--- src/rtl/stage_ctrl_seq.sv ---
// Four-phase pipeline stage controller with capture/resolve phase select, bounded retry and sticky fault.
// Build option: define STAGE_CTRL_ERRCNT_EN to include the saturating resolved-error counter.
module stage_ctrl_seq #(
   parameter int unsigned MAX_RETRY = 3
) (
   input  logic       clk,
   input  logic       rst,
   input  logic       l_req,
   output logic       l_ack,
   output logic       r_req,
   input  logic       r_ack,
   input  logic       re_ack,
   input  logic [1:0] err,
   output logic       go_ml,
   output logic       go_lm,
   output logic       clk_en,
   output logic       fault,
   output logic [7:0] err_count
);

   typedef enum logic [2:0] {
      ST_IDLE    = 3'd0,
      ST_CAPTURE = 3'd1,
      ST_EVAL    = 3'd2,
      ST_RESOLVE = 3'd3,
      ST_SEND    = 3'd4,
      ST_RELEASE = 3'd5,
      ST_FAULT   = 3'd6
   } state_t;

   localparam logic [4:0] MAX_RETRY_W = MAX_RETRY[4:0];

   state_t     state_r, state_s;
   logic [4:0] retry_r, retry_s;
   logic       l_ack_r, l_ack_s;
   logic       r_req_r, r_req_s;
   logic       clk_en_r, clk_en_s;
   logic       go_lm_r, go_lm_s;
   logic       go_ml_r;
   logic       fault_r, fault_s;
   logic       resolved_s;

   // Next-state, retry bookkeeping and next values of every registered output.
   always_comb begin
      state_s    = state_r;
      retry_s    = retry_r;
      resolved_s = 1'b0;
      case (state_r)
         ST_IDLE: begin
            if (l_req && !r_ack) begin
               state_s = ST_CAPTURE;
               retry_s = 5'd0;
            end else begin
               state_s = ST_IDLE;
            end
         end
         ST_CAPTURE: state_s = ST_CAPTURE == state_r ? ST_EVAL : ST_IDLE;
         ST_EVAL: begin
            case (err)
               2'b00:   state_s = ST_SEND;
               2'b11:   state_s = ST_FAULT;
               default: begin
                  state_s = ST_RESOLVE;
                  retry_s = retry_r + 5'd1;
               end
            endcase
         end
         // retry_r runs one ahead of the failed-attempt count, so equality marks the last allowed failure
         ST_RESOLVE: begin
            if (err == 2'b11) begin
               state_s = ST_FAULT;
            end else if (re_ack) begin
               if (err == 2'b00) begin
                  state_s    = ST_SEND;
                  resolved_s = 1'b1;
               end else if (retry_r >= MAX_RETRY_W) begin
                  state_s = ST_FAULT;
               end else begin
                  retry_s = retry_r + 5'd1;
               end
            end else begin
               state_s = ST_RESOLVE;
            end
         end
         ST_SEND: begin
            if (r_ack) begin
               state_s = ST_RELEASE;
            end else begin
               state_s = ST_SEND;
            end
         end
         ST_RELEASE: begin
            if (!r_ack && !l_ack_r) begin
               state_s = ST_IDLE;
            end else begin
               state_s = ST_RELEASE;
            end
         end
         ST_FAULT: state_s = ST_FAULT;
         default:  state_s = ST_IDLE;
      endcase

      clk_en_s = ((state_r == ST_IDLE) && (state_s == ST_CAPTURE)) || resolved_s;
      r_req_s  = (state_s == ST_SEND);
      go_lm_s  = (state_s == ST_RESOLVE);
      fault_s  = fault_r || (state_s == ST_FAULT);
      l_ack_s  = (state_r == ST_CAPTURE) || (l_ack_r && l_req);
   end

   // State and output registers with asynchronous reset.
   always_ff @(posedge clk or negedge rst) begin
      if (!rst) begin
         state_r  <= ST_IDLE;
         retry_r  <= 5'd0;
         l_ack_r  <= 1'b0;
         r_req_r  <= 1'b0;
         clk_en_r <= 1'b0;
         go_lm_r  <= 1'b0;
         go_ml_r  <= 1'b1;
         fault_r  <= 1'b0;
      end else begin
         state_r  <= state_s;
         retry_r  <= retry_s;
         l_ack_r  <= l_ack_s;
         r_req_r  <= r_req_s;
         clk_en_r <= clk_en_s;
         go_lm_r  <= go_lm_s;
         go_ml_r  <= ~go_lm_s;
         fault_r  <= fault_s;
      end
   end

`ifdef STAGE_CTRL_ERRCNT_EN
   logic [7:0] err_count_r;

   // Saturating count of errors resolved successfully.
   always_ff @(posedge clk or negedge rst) begin
      if (!rst) begin
         err_count_r <= 8'd0;
      end else if (resolved_s && (err_count_r != 8'hFF)) begin
         err_count_r <= err_count_r + 8'd1;
      end else begin
         err_count_r <= err_count_r;
      end
   end

   assign err_count = err_count_r;
`else
   assign err_count = 8'd0;
`endif

   assign l_ack  = l_ack_r;
   assign r_req  = r_req_r;
   assign clk_en = clk_en_r;
   assign go_lm  = go_lm_r;
   assign go_ml  = go_ml_r;
   assign fault  = fault_r;

endmodule

--- config.mk ---
export PLATFORM = sky130hd
export DESIGN_NAME = stage_ctrl_seq
export DESIGN_NICKNAME = d
export VERILOG_FILES = /design/src/rtl/stage_ctrl_seq.sv
export SDC_FILE = /design/constraint.sdc
export NUM_CORES = 1
export LEC_CHECK = 0
export ABC_CLOCK_PERIOD_IN_PS = 4600
export BUFFER_PORTS_ARGS = -buffer_cell sky130_fd_sc_hd__buf_2
export CORE_UTILIZATION = 45
export CTS_CLUSTER_DIAMETER = 60
export DETAILED_ROUTE_END_ITERATION = 12
export PLACE_DENSITY_LB_ADDON = 0.25
export SYNTH_ARGS = -nofsm -noshare
export SYNTH_HDL_FRONTEND = slang
export SYNTH_SLANG_ARGS = --single-unit
--- constraint.sdc ---
create_clock -name clk -period 4.6 [get_ports clk]
set_input_delay 0.92 -clock clk [delete_from_list [all_inputs] [get_ports clk]]
set_output_delay 0.92 -clock clk [all_outputs]
set_load 0.01 [all_outputs]
==> results of run 1 <==
## cells in the final DEF, fill, tap and decap left out, drive strengths merged
cell type   n
conb        8
o21ai       2
nand2b      3
mux2        1
o2111ai     1
or4         2
a211oi      2
o2bb2ai     1
nor2b       1
nor3        4
ha          3
nand3       3
o32ai       1
clkbuf      4
nor3b       1
o31ai       4
nand2       7
a21boi      3
o311ai      1
a22o        1
and4b       1
buf        12
or2b        1
and2        1
or3b        1
or3         1
nor2        7
a21oi       3
a31oi       1
a211o       1
o221ai      1
and2b       1
nand3b      1
dfstp       1
dfrtp      13
inv         5
## per-layer routing
layer | vias up | routed length [um] | GRT usage
met1 | 329 | 811 | 0.237
met3 | 2 | 65 | 0.0226
met5 | - | 0 | 0
met4 | 0 | 15 | 0.0833
li1 | 342 | - | -
met2 | 17 | 822 | 0.262
## cell type report
| class | instances | share of cell area |
|---|---|---|
| clock buffer | 4 | 0.0368 |
| inverter | 5 | 0.0190 |
| multi-input combinational | 69 | 0.492 |
| sequential | 14 | 0.357 |
| tap | 27 | 0.0343 |
| timing repair buffer | 12 | 0.0609 |
## worst paths after layout
| check | start | depth (start not counted) | to |
|---|---|---|---|
| hold / removal | rst | 1 | retry_r[1] |
| max in group asynchronous | rst | 1 | go_ml |
| hold reg to reg | fault | 2 | fault |
| min in group clk | fault | 2 | fault |
| setup / recovery | err[0] | 7 | retry_r[4] |
| setup reg to reg | retry_r[0] | 5 | retry_r[4] |
## per-stage QoR
step	cell area [sq um]	cells	worst slack, ns	util	total power [mW]
CTS	986	131	2.43	0.503	0.491
detailed placement	950	127	2.13	0.484	0.396
finish	986	131	2.43	0.503	0.486
global placement	950	127	2.19	0.484	0.391
floorplan	970	99	2.33	-	0.391
global route	986	131	2.29	0.503	0.527
## cell families (layout without fill, tap and decap cells)
group,count (synthesis),after routing,share of synthesized area
and+or+nand+nor,35,35,0.218
buffers and inverters,16,21,0.141
adders and majority gates,3,3,0.0398
other,1,8,0.00397
DFF,14,14,0.373
AOI/OAI and AO/OA,22,22,0.214
muxes,1,1,0.0119
## sequential cells by signal, indices dropped and copies added, names as in the netlist
name,count
clk_en,1
fault,1
go_lm,1
go_ml,1
l_ack,1
r_req,1
retry_r,5
state_r,3
## power groups by stage
stage,combinational (mW),clock (mW),sequential [mW]
after floorplan,0.196,0,0.194
after global placement,0.177,0,0.215
after detailed placement,0.181,0,0.215
after CTS,0.183,0.0947,0.213
after global routing,0.204,0.102,0.221
final,0.180,0.0918,0.214
==> summary.md, run 1 <==
| Metric | Value |
|---|---|
| Status | `complete, no violations` |
| Synth Register Bits | `14` |
| CP Max Fanout | `8` |
| P per Cell Area | `493 mW/mm^2` |
| Yosys warnings | `0` |
| Setup violations, final | `0` |
| CP arrival | `2.39 ns` |
| Number of gates resized after CTS | `0` |
| Clock skew | `0.00852 ns` |
| Max-slew headroom | `0.573` |
| Cell Chain, Critical Path | `buf_2, inv_1, ha_1, nor3_4, a31oi_4, or4_1, a21boi_1` |
| H-tree depth | `1` |
| Number of global-route vias before repair | `574` |
| Post-synthesis sequential area ratio | `0.373` |
| Leak pwr | `0.437 nW` |
| Crit-path leading delay family | `simple AND/OR/NAND/NOR gates` |
| DP HPWL | `1310 um` |
| CP peak stage delay | `0.52 ns` |
| Mean routed wirelength per cell | `13.1 um` |
| Core Area | `0.00196 sq mm` |
| Top-area cell type share of the netlist area | `0.345` |
| Initial antenna violation count | `0` |
| Hold slack | `0.513 ns` |
| Layout cells sized above 1 | `0.231` |
| Post-synthesis cell count | `92` |
| First-pass GRT wire length | `2650 um` |
| Most common library cells after synthesis | `13 x dfrtp_1, 9 x buf_4, 7 x nand2_1, 7 x nor2_1, 5 x inv_1` |
| # IOs | `21` |
| Min cycle time layout | `2.17 ns` |
| Die Area | `0.00228 sq mm` |
| Power share of the combinational group | `0.370` |
| Final WL | `1720 um` |
| Worst setup SP type | `input port` |
| Flop pwr share | `0.441` |
| Worst-path clk slew | `0.10 ns` |
| Number of nets in the layout | `115` |
| TritonCTS clock tree | `yes` |
| Largest net degree at the start of global routing | `15` |
| Filler cells | `217` |
| IO buf count | `12` |
| Slowest cell on crit path | `or4_1` |
| Antenna viol nets, final | `0` |
| Final period util | `0.472` |
| Sw Ratio | `0.412` |
| Synth Cell Area | `943 sq um` |
| Critical Path Sink Type | `flop` |
| Sum of buffers and inverters on the critical path | `2` |
| Final hold vios | `0` |
| Synth area leader | `dfrtp_1` |
| Gpl congestion | `0.862` |
| Iter 0 DRT Violations | `6` |
| Clock network power share | `0.189` |
| Slew Limit Fails | `0` |
| CTS Buffer Depth | `2` |
| Switching Power | `0.200 mW` |
| Max-Cap Viols | `0` |
| DR pass1 iterations | `4` |
| Internal | `0.286 mW` |
| Slew @ Worst Pin | `0.639 ns` |
| Overall Global Routing Usage | `0.171` |
| Synth area leaders | `dfrtp_1 34%, buf_4 7.2%, ha_1 4.0%, bufbuf_16 3.4%, o31ai_1 3.2%` |
| Row count | `16` |
| Postcts setup bufs | `0` |
| CP Class | `input port to flop` |
| Total CTS buffers | `3` |
| Ant. Diodes | `0` |
| Post-synth EDFFs | `0` |
| Vias per cell | `5.27` |
| Worst reg-to-reg setup slack | `2.63 ns` |
| Hold buffers post-CTS | `0` |
| Grt ovf | `0` |
| Synth async-reset ratio | `1.00` |
| # DRC | `0` |
| Avg Inst Size Synth | `10.3 sq um` |
| Count of cell types in the netlist | `40` |
| Vias | `690` |
| Setup TNS | `0 ns` |
| Die width | `47.8 um` |
| Worst Path Required | `4.82 ns` |
| Primary FF master, synth | `dfrtp_1` |
| Area Growth Syn to Fin | `4.51%` |
| Die Span Y | `47.8 um` |
| CTS sink count | `14` |
| Peak supply drop | `0.239 mV` |
| Top-count cell post-synth | `dfrtp_1` |
| Starting Density | `0.481` |
| Area of the multi-input gates | `485 sq um` |
| Achievable Freq | `460 MHz` |
| RSZ-0062 raised after global routing | `no` |
| Root buffer cell | `clkbuf_4` |
| Skew-Pair Late Insertion Delay | `0.29 ns` |
| Hold Path Class | `input port to asynchronous set/reset pin` |
| Reg area | `352 sq um` |
No activity file was read; power rests on OpenSTA's default activity.
==> inputs of run 2 (changes only) <==
--- a/config.mk
+++ b/config.mk
@@ -5,7 +5,7 @@
 export SDC_FILE = /design/constraint.sdc
 export NUM_CORES = 1
 export LEC_CHECK = 0
-export ABC_CLOCK_PERIOD_IN_PS = 4600
+export ABC_CLOCK_PERIOD_IN_PS = 1900
 export BUFFER_PORTS_ARGS = -buffer_cell sky130_fd_sc_hd__buf_2
 export CORE_UTILIZATION = 45
 export CTS_CLUSTER_DIAMETER = 60
==> constraint.sdc (replaced) <==
create_clock -name clk -period 1.9 [get_ports clk]
set_input_delay 0.38 -clock clk [delete_from_list [all_inputs] [get_ports clk]]
set_output_delay 0.38 -clock clk [all_outputs]
set_load 0.01 [all_outputs]
==> run 2 against run 1 <==
Against the previous run: global-route usage up 1.6 points; routed wire length rose by 3.0%; clock skew decreased by 0.0044 ns; critical endpoint unchanged; sequential cell count stayed put; non-clock buffer count up 7; critical path type is now flop to flop; design area increased by 5.6%; combinational power increased to 2.8 times the previous value; clock power increased by 140%.
==> summary.md, run 2 (synthesis results as in run 1) <==
| Metric | Value |
|---|---|
| Iter 0 DRT Violations | `5` |
| Max FFs per register | `5` |
| Cell Chain, Critical Path | `ha_1, a211oi_4, a31oi_4, or4_1, a21boi_1` |
| Worst setup SP type | `flop` |
| DP HPWL | `1320 um` |
| Area Growth Syn to Fin | `10.3%` |
| Worst reg2reg startpoint | `retry_r[0]` |
| H-tree depth | `1` |
| CP Max Fanout | `4` |
| Post-Layout Cell Count | `138` |
| P per Cell Area | `1190 mW/mm^2` |
| Row count | `16` |
| Die Area | `0.00228 sq mm` |
| CP Class | `flop to flop` |
| Clock skew | `0.00416 ns` |
| Achievable Freq | `565 MHz` |
| # IOs | `21` |
| Grt ovf | `0` |
| Slew Limit Fails | `0` |
| Crit-path leading delay family | `compound AO/OA/AOI/OAI gates` |
| Final WL | `1770 um` |
| CP arrival | `1.98 ns` |
| Layout cells sized above 1 | `0.270` |
| Initial antenna violation count | `0` |
| Gpl congestion | `0.765` |
| Sum of buffers and inverters on the critical path | `0` |
| Ant. Diodes | `0` |
| Worst reg-to-reg setup slack | `0.13 ns` |
| RSZ-0062 raised after global routing | `no` |
| Reg with most FFs | `retry_r` |
| Die width | `47.8 um` |
| CTS sink count | `14` |
| Slowest cell on crit path | `or4_1` |
| Critical Path Sink Type | `flop` |
| Core Area | `0.00196 sq mm` |
| Leak pwr | `0.472 nW` |
| CTS Buffer Depth | `2` |
| Skew-Pair Late Insertion Delay | `0.28 ns` |
| Number of nets in the layout | `122` |
| Reg2reg end | `retry_r[4]` |
| Starting Density | `0.481` |
| Reg2reg path depth | `5` |
| Placed cell count | `133` |
| Number of gates resized after CTS | `0` |
| Commonest non-fill, non-tap cell in the layout | `dfrtp_1` |
| Worst-path clk slew | `0.09 ns` |
| Root buffer cell | `clkbuf_4` |
| Total CTS buffers | `3` |
| Min cycle time layout | `1.77 ns` |
| Die Span Y | `47.8 um` |
| Worst Path Required | `2.12 ns` |
| Filler cells | `194` |
| Status | `complete, no violations` |
| Max-Cap Viols | `0` |
| Hold Path Class | `input port to flop` |
| Largest net degree at the start of global routing | `15` |
| Final period util | `0.931` |
| Setup violations, final | `0` |
| Commonest cells after routing, fill and taps aside | `13 x dfrtp_1, 12 x buf_2, 8 x conb_1` |
| Worst path depth | `5` |
| DR pass1 iterations | `4` |
| Vias per cell | `5.09` |
| Number of global-route vias before repair | `640` |
| Worst Setup EP | `retry_r[4]` |
| Largest regs | `retry_r x5, state_r x3` |
| Mean routed wirelength per cell | `12.8 um` |
| Vias | `703` |
| Postcts setup bufs | `0` |
| CP peak stage delay | `0.51 ns` |
| # DRC | `0` |
| TritonCTS clock tree | `yes` |
| First-pass GRT wire length | `2880 um` |
| Worst setup path start | `retry_r[0]` |
| IO buf count | `12` |
| Overall Global Routing Usage | `0.187` |
| Setup TNS | `0 ns` |
| Peak supply drop | `0.959 mV` |
| Antenna viol nets, final | `0` |
| Final hold vios | `0` |
[run 2: cell count changes in the layout (fill, tap and decap cells not counted), sizes merged]
cell         before  now
dlygate4sd3       0    1
buf              12   18
[run 2: worst min-delay path by stage]
stage / to / startpoint / slack, ns / depth (start not counted)
final: l_ack / l_req / 0.34 / 2
after global routing: l_ack / l_req / 0.33 / 2
after CTS: l_ack / l_req / 0.32 / 2
after detailed placement: retry_r[3] / rst / 0.30 / 1
after global placement: retry_r[3] / rst / 0.29 / 1
after floorplan: clk_en / rst / 0.08 / 0
[run 2: routing by layer]
metal  vias to the layer above  global-route usage  wire, um
met3                         2              0.0377        59
met1                       338               0.263       871
met2                        15               0.268       821
li1                        348                   -         -
met5                         -                   0         0
met4                         0               0.100        13
[run 2: area by class of cell]
cell class | count | area [sq um] | area share
multi-input combinational | 69 | 485 | 0.466
clock buffer | 4 | 36.3 | 0.0349
timing repair buffer | 19 | 115 | 0.111
sequential | 14 | 352 | 0.338
inverter | 5 | 18.8 | 0.0180
tap | 27 | 33.8 | 0.0325
[run 2: repair_timing]
| action | CTS | global route |
|---|---|---|
| endpoints found under the hold margin | 13 | 0 |
| endpoints found under the setup margin | 0 | 2 |
| hold buffers | 1 | 0 |
[run 2: power by group]
| group | total (mW) | switching [mW] | internal, mW | leakage (nW) |
|---|---|---|---|---|
| clock network | 0.222 | 0.105 | 0.117 | 0.0210 |
| registers | 0.506 | 0.116 | 0.390 | 0.178 |
| logic | 0.507 | 0.276 | 0.231 | 0.273 |
| total | 1.24 | 0.497 | 0.738 | 0.472 |
[run 2: worst register-to-register path, cell delays in order, from the launching register on]
cell      delay (ns)
dfrtp_1         0.39
ha_1            0.26
a211oi_4        0.26
a31oi_4         0.14
or4_1           0.51
a21boi_1        0.14
[run 2: through the flow]
step | setup slack, ns | total power, mW | cell area (sq um) | hold WS (ns) | utilization
after floorplan | 0.0750 | 0.946 | 970 | 0.0844 | -
after global placement | 0.0601 | 1.00 | 995 | 0.295 | 0.507
after detailed placement | 0.0182 | 1.01 | 995 | 0.298 | 0.507
after CTS | 0.0666 | 1.24 | 1040 | 0.324 | 0.531
after global routing | 0.0281 | 1.34 | 1040 | 0.327 | 0.531
final | 0.130 | 1.24 | 1040 | 0.340 | 0.531
==> inputs of run 3 (changes only) <==
--- a/config.mk
+++ b/config.mk
@@ -5,12 +5,14 @@
 export SDC_FILE = /design/constraint.sdc
 export NUM_CORES = 1
 export LEC_CHECK = 0
-export ABC_CLOCK_PERIOD_IN_PS = 1900
+export ABC_CLOCK_PERIOD_IN_PS = 2000
 export BUFFER_PORTS_ARGS = -buffer_cell sky130_fd_sc_hd__buf_2
 export CORE_UTILIZATION = 45
 export CTS_CLUSTER_DIAMETER = 60
 export DETAILED_ROUTE_END_ITERATION = 12
 export PLACE_DENSITY_LB_ADDON = 0.25
+export SETUP_SLACK_MARGIN = 0.3
+export SLEW_MARGIN = 20
 export SYNTH_ARGS = -nofsm -noshare
 export SYNTH_HDL_FRONTEND = slang
 export SYNTH_SLANG_ARGS = --single-unit
==> constraint.sdc (replaced) <==
create_clock -name clk -period 2 [get_ports clk]
set_input_delay 0.4 -clock clk [delete_from_list [all_inputs] [get_ports clk]]
set_output_delay 0.4 -clock clk [all_outputs]
set_load 0.01 [all_outputs]
==> run 3 against run 2 <==
Against the previous run: critical path depth is 1 higher; hold slack lost 0.35 ns; final cell count rose by 3.6%; first-iteration DRC count grew to 3.6 times the previous value; largest power group unchanged; critical endpoint is now retry_r[3]; fmax decreased by 3.0%; register-to-register slack gained 0.05 ns; setup slack improved by 0.046 ns; largest cell class unchanged; clock skew up 0.0021 ns; die area unchanged; the run now ends with hold timing left; total power is 6.9% higher; combinational power grew 22%; via count increased by 4.7%.
==> summary.md, run 3 (synthesis results as in run 1) <==
| Metric | Value |
|---|---|
| Status | `complete, but fails checks` |
| Failing checks | `hold timing` |
| # DRC | `0` |
| Final period util | `0.912` |
| Worst setup SP type | `flop` |
| CTS Buffer Depth | `2` |
| Placed cell count | `128` |
| Reg area | `355 sq um` |
| Die Span Y | `47.8 um` |
| Area of the multi-input gates | `529 sq um` |
| Worst reg-to-reg setup slack | `0.18 ns` |
| Largest regs | `retry_r x5, state_r x3` |
| Core Area | `0.00196 sq mm` |
| Commonest non-fill, non-tap cell in the layout | `buf_2` |
| CP Max Fanout | `6` |
| Root buffer cell | `clkbuf_4` |
| Achievable Freq | `548 MHz` |
| Mean routed wirelength per cell | `13.5 um` |
| Final hold vios | `6` |
| DP HPWL | `1240 um` |
| Hold slack | `-0.00717 ns` |
| Reg2reg end | `retry_r[3]` |
| Final WL | `1930 um` |
| Min cycle time layout | `1.82 ns` |
| Reg2reg path depth | `6` |
| Die width | `47.8 um` |
| Slew Limit Fails | `0` |
| Vias per cell | `5.15` |
| CP Class | `flop to flop` |
| H-tree depth | `1` |
| Post-Layout Cell Count | `143` |
| Setup TNS | `0 ns` |
| RSZ-0062 raised after global routing | `yes` |
| Worst Path Required | `2.22 ns` |
| DR pass1 iterations | `4` |
| Tot Pwr | `1.32 mW` |
| Worst-path clk slew | `0.09 ns` |
| Leak pwr | `0.499 nW` |
| Area Growth Syn to Fin | `19.5%` |
| Max-Cap Viols | `0` |
| Vias | `736` |
| Worst setup margin | `0.176 ns` |
| IO buf count | `12` |
| Row count | `16` |
| Starting Density | `0.481` |
| Antenna viol nets, final | `0` |
| Critical Path Sink Type | `flop` |
| Ant. Diodes | `0` |
| P per Cell Area | `1170 mW/mm^2` |
| Hold Path Class | `input port to asynchronous set/reset pin` |
| Layout cells sized above 1 | `0.379` |
| Skew-Pair Late Insertion Delay | `0.28 ns` |
| Gpl congestion | `0.873` |
| Worst reg2reg startpoint | `retry_r[0]` |
| CTS sink count | `14` |
| Clock skew | `0.00621 ns` |
| Setup violations, final | `0` |
| Total CTS buffers | `3` |
| Filler cells | `188` |
| Peak supply drop | `0.677 mV` |
| Commonest cells after routing, fill and taps aside | `12 x buf_2, 11 x buf_4, 10 x dfrtp_1` |
| Largest net degree at the start of global routing | `15` |
| Iter 0 DRT Violations | `18` |
| CP arrival | `2.04 ns` |
| Reg with most FFs | `retry_r` |
| Initial antenna violation count | `0` |
| Overall Global Routing Usage | `0.182` |
| Max FFs per register | `5` |
| Die Area | `0.00228 sq mm` |
| TritonCTS clock tree | `yes` |
| # IOs | `21` |
| First-pass GRT wire length | `2840 um` |
| Number of global-route vias before repair | `638` |
| Grt ovf | `0` |
| Placement Setup Slack | `0.108 ns` |
| Number of nets in the layout | `127` |
run 3: changes by cell type in the layout (fill, tap and decap cells not counted), sizes merged:
cell | previous run | this run
buf | 18 | 24
dlygate4sd3 | 1 | 0
run 3: repair_timing:
item / in CTS / in global routing
buffers inserted: 6 / 5
resized for setup: 1 / 8
setup endpoints to repair: 3 / 8
pin swaps: 6 / 5
hold buffers: 0 / 0
run 3: worst max-delay path by stage:
stage,start,end,slack [ns],cells after the start
2_1_floorplan,retry_r[1],retry_r[4],0.31,5
3_3_place_gp,err[0],retry_r[4],0.16,7
3_5_place_dp,err[0],retry_r[4],0.11,7
4_1_cts,retry_r[0],go_lm,0.27,6
5_1_grt,retry_r[0],retry_r[3],0.12,6
6_report,retry_r[0],retry_r[3],0.18,6
run 3: layer usage:
metal / part of all wire / GRT usage
met4: 0.0098 / 0.0667
met3: 0.045 / 0.0226
met1: 0.44 / 0.243
met2: 0.51 / 0.300
met5: 0 / 0
run 3: power breakdown:
part	internal [mW]	total (mW)	switching, mW	leakage [nW]
clock	0.111	0.205	0.0945	0.0210
combinational	0.315	0.621	0.306	0.304
sequential	0.375	0.494	0.119	0.174
total	0.801	1.32	0.520	0.499
run 3: critical path, stage by stage, from the launching register on:
cell and delay (ns):
dfrtp_2 0.44, ha_4 0.18, a211oi_4 0.23, buf_4 0.16
a31oi_4 0.11, or4_1 0.50, a21boi_1 0.13
run 3: layout make-up:
class | instances | area share
clock buffers | 4 | 0.0322
inverters | 5 | 0.0166
multi-input cells | 69 | 0.469
flip-flops and latches | 14 | 0.315
well taps | 27 | 0.0300
repair buffers | 24 | 0.137
run 3: through the flow:
step                 util  instance area, sq um
floorplan               -                   986
global placement    0.496                   973
detailed placement  0.496                   973
CTS                 0.538                  1060
global route        0.575                  1130
finish              0.575                  1130
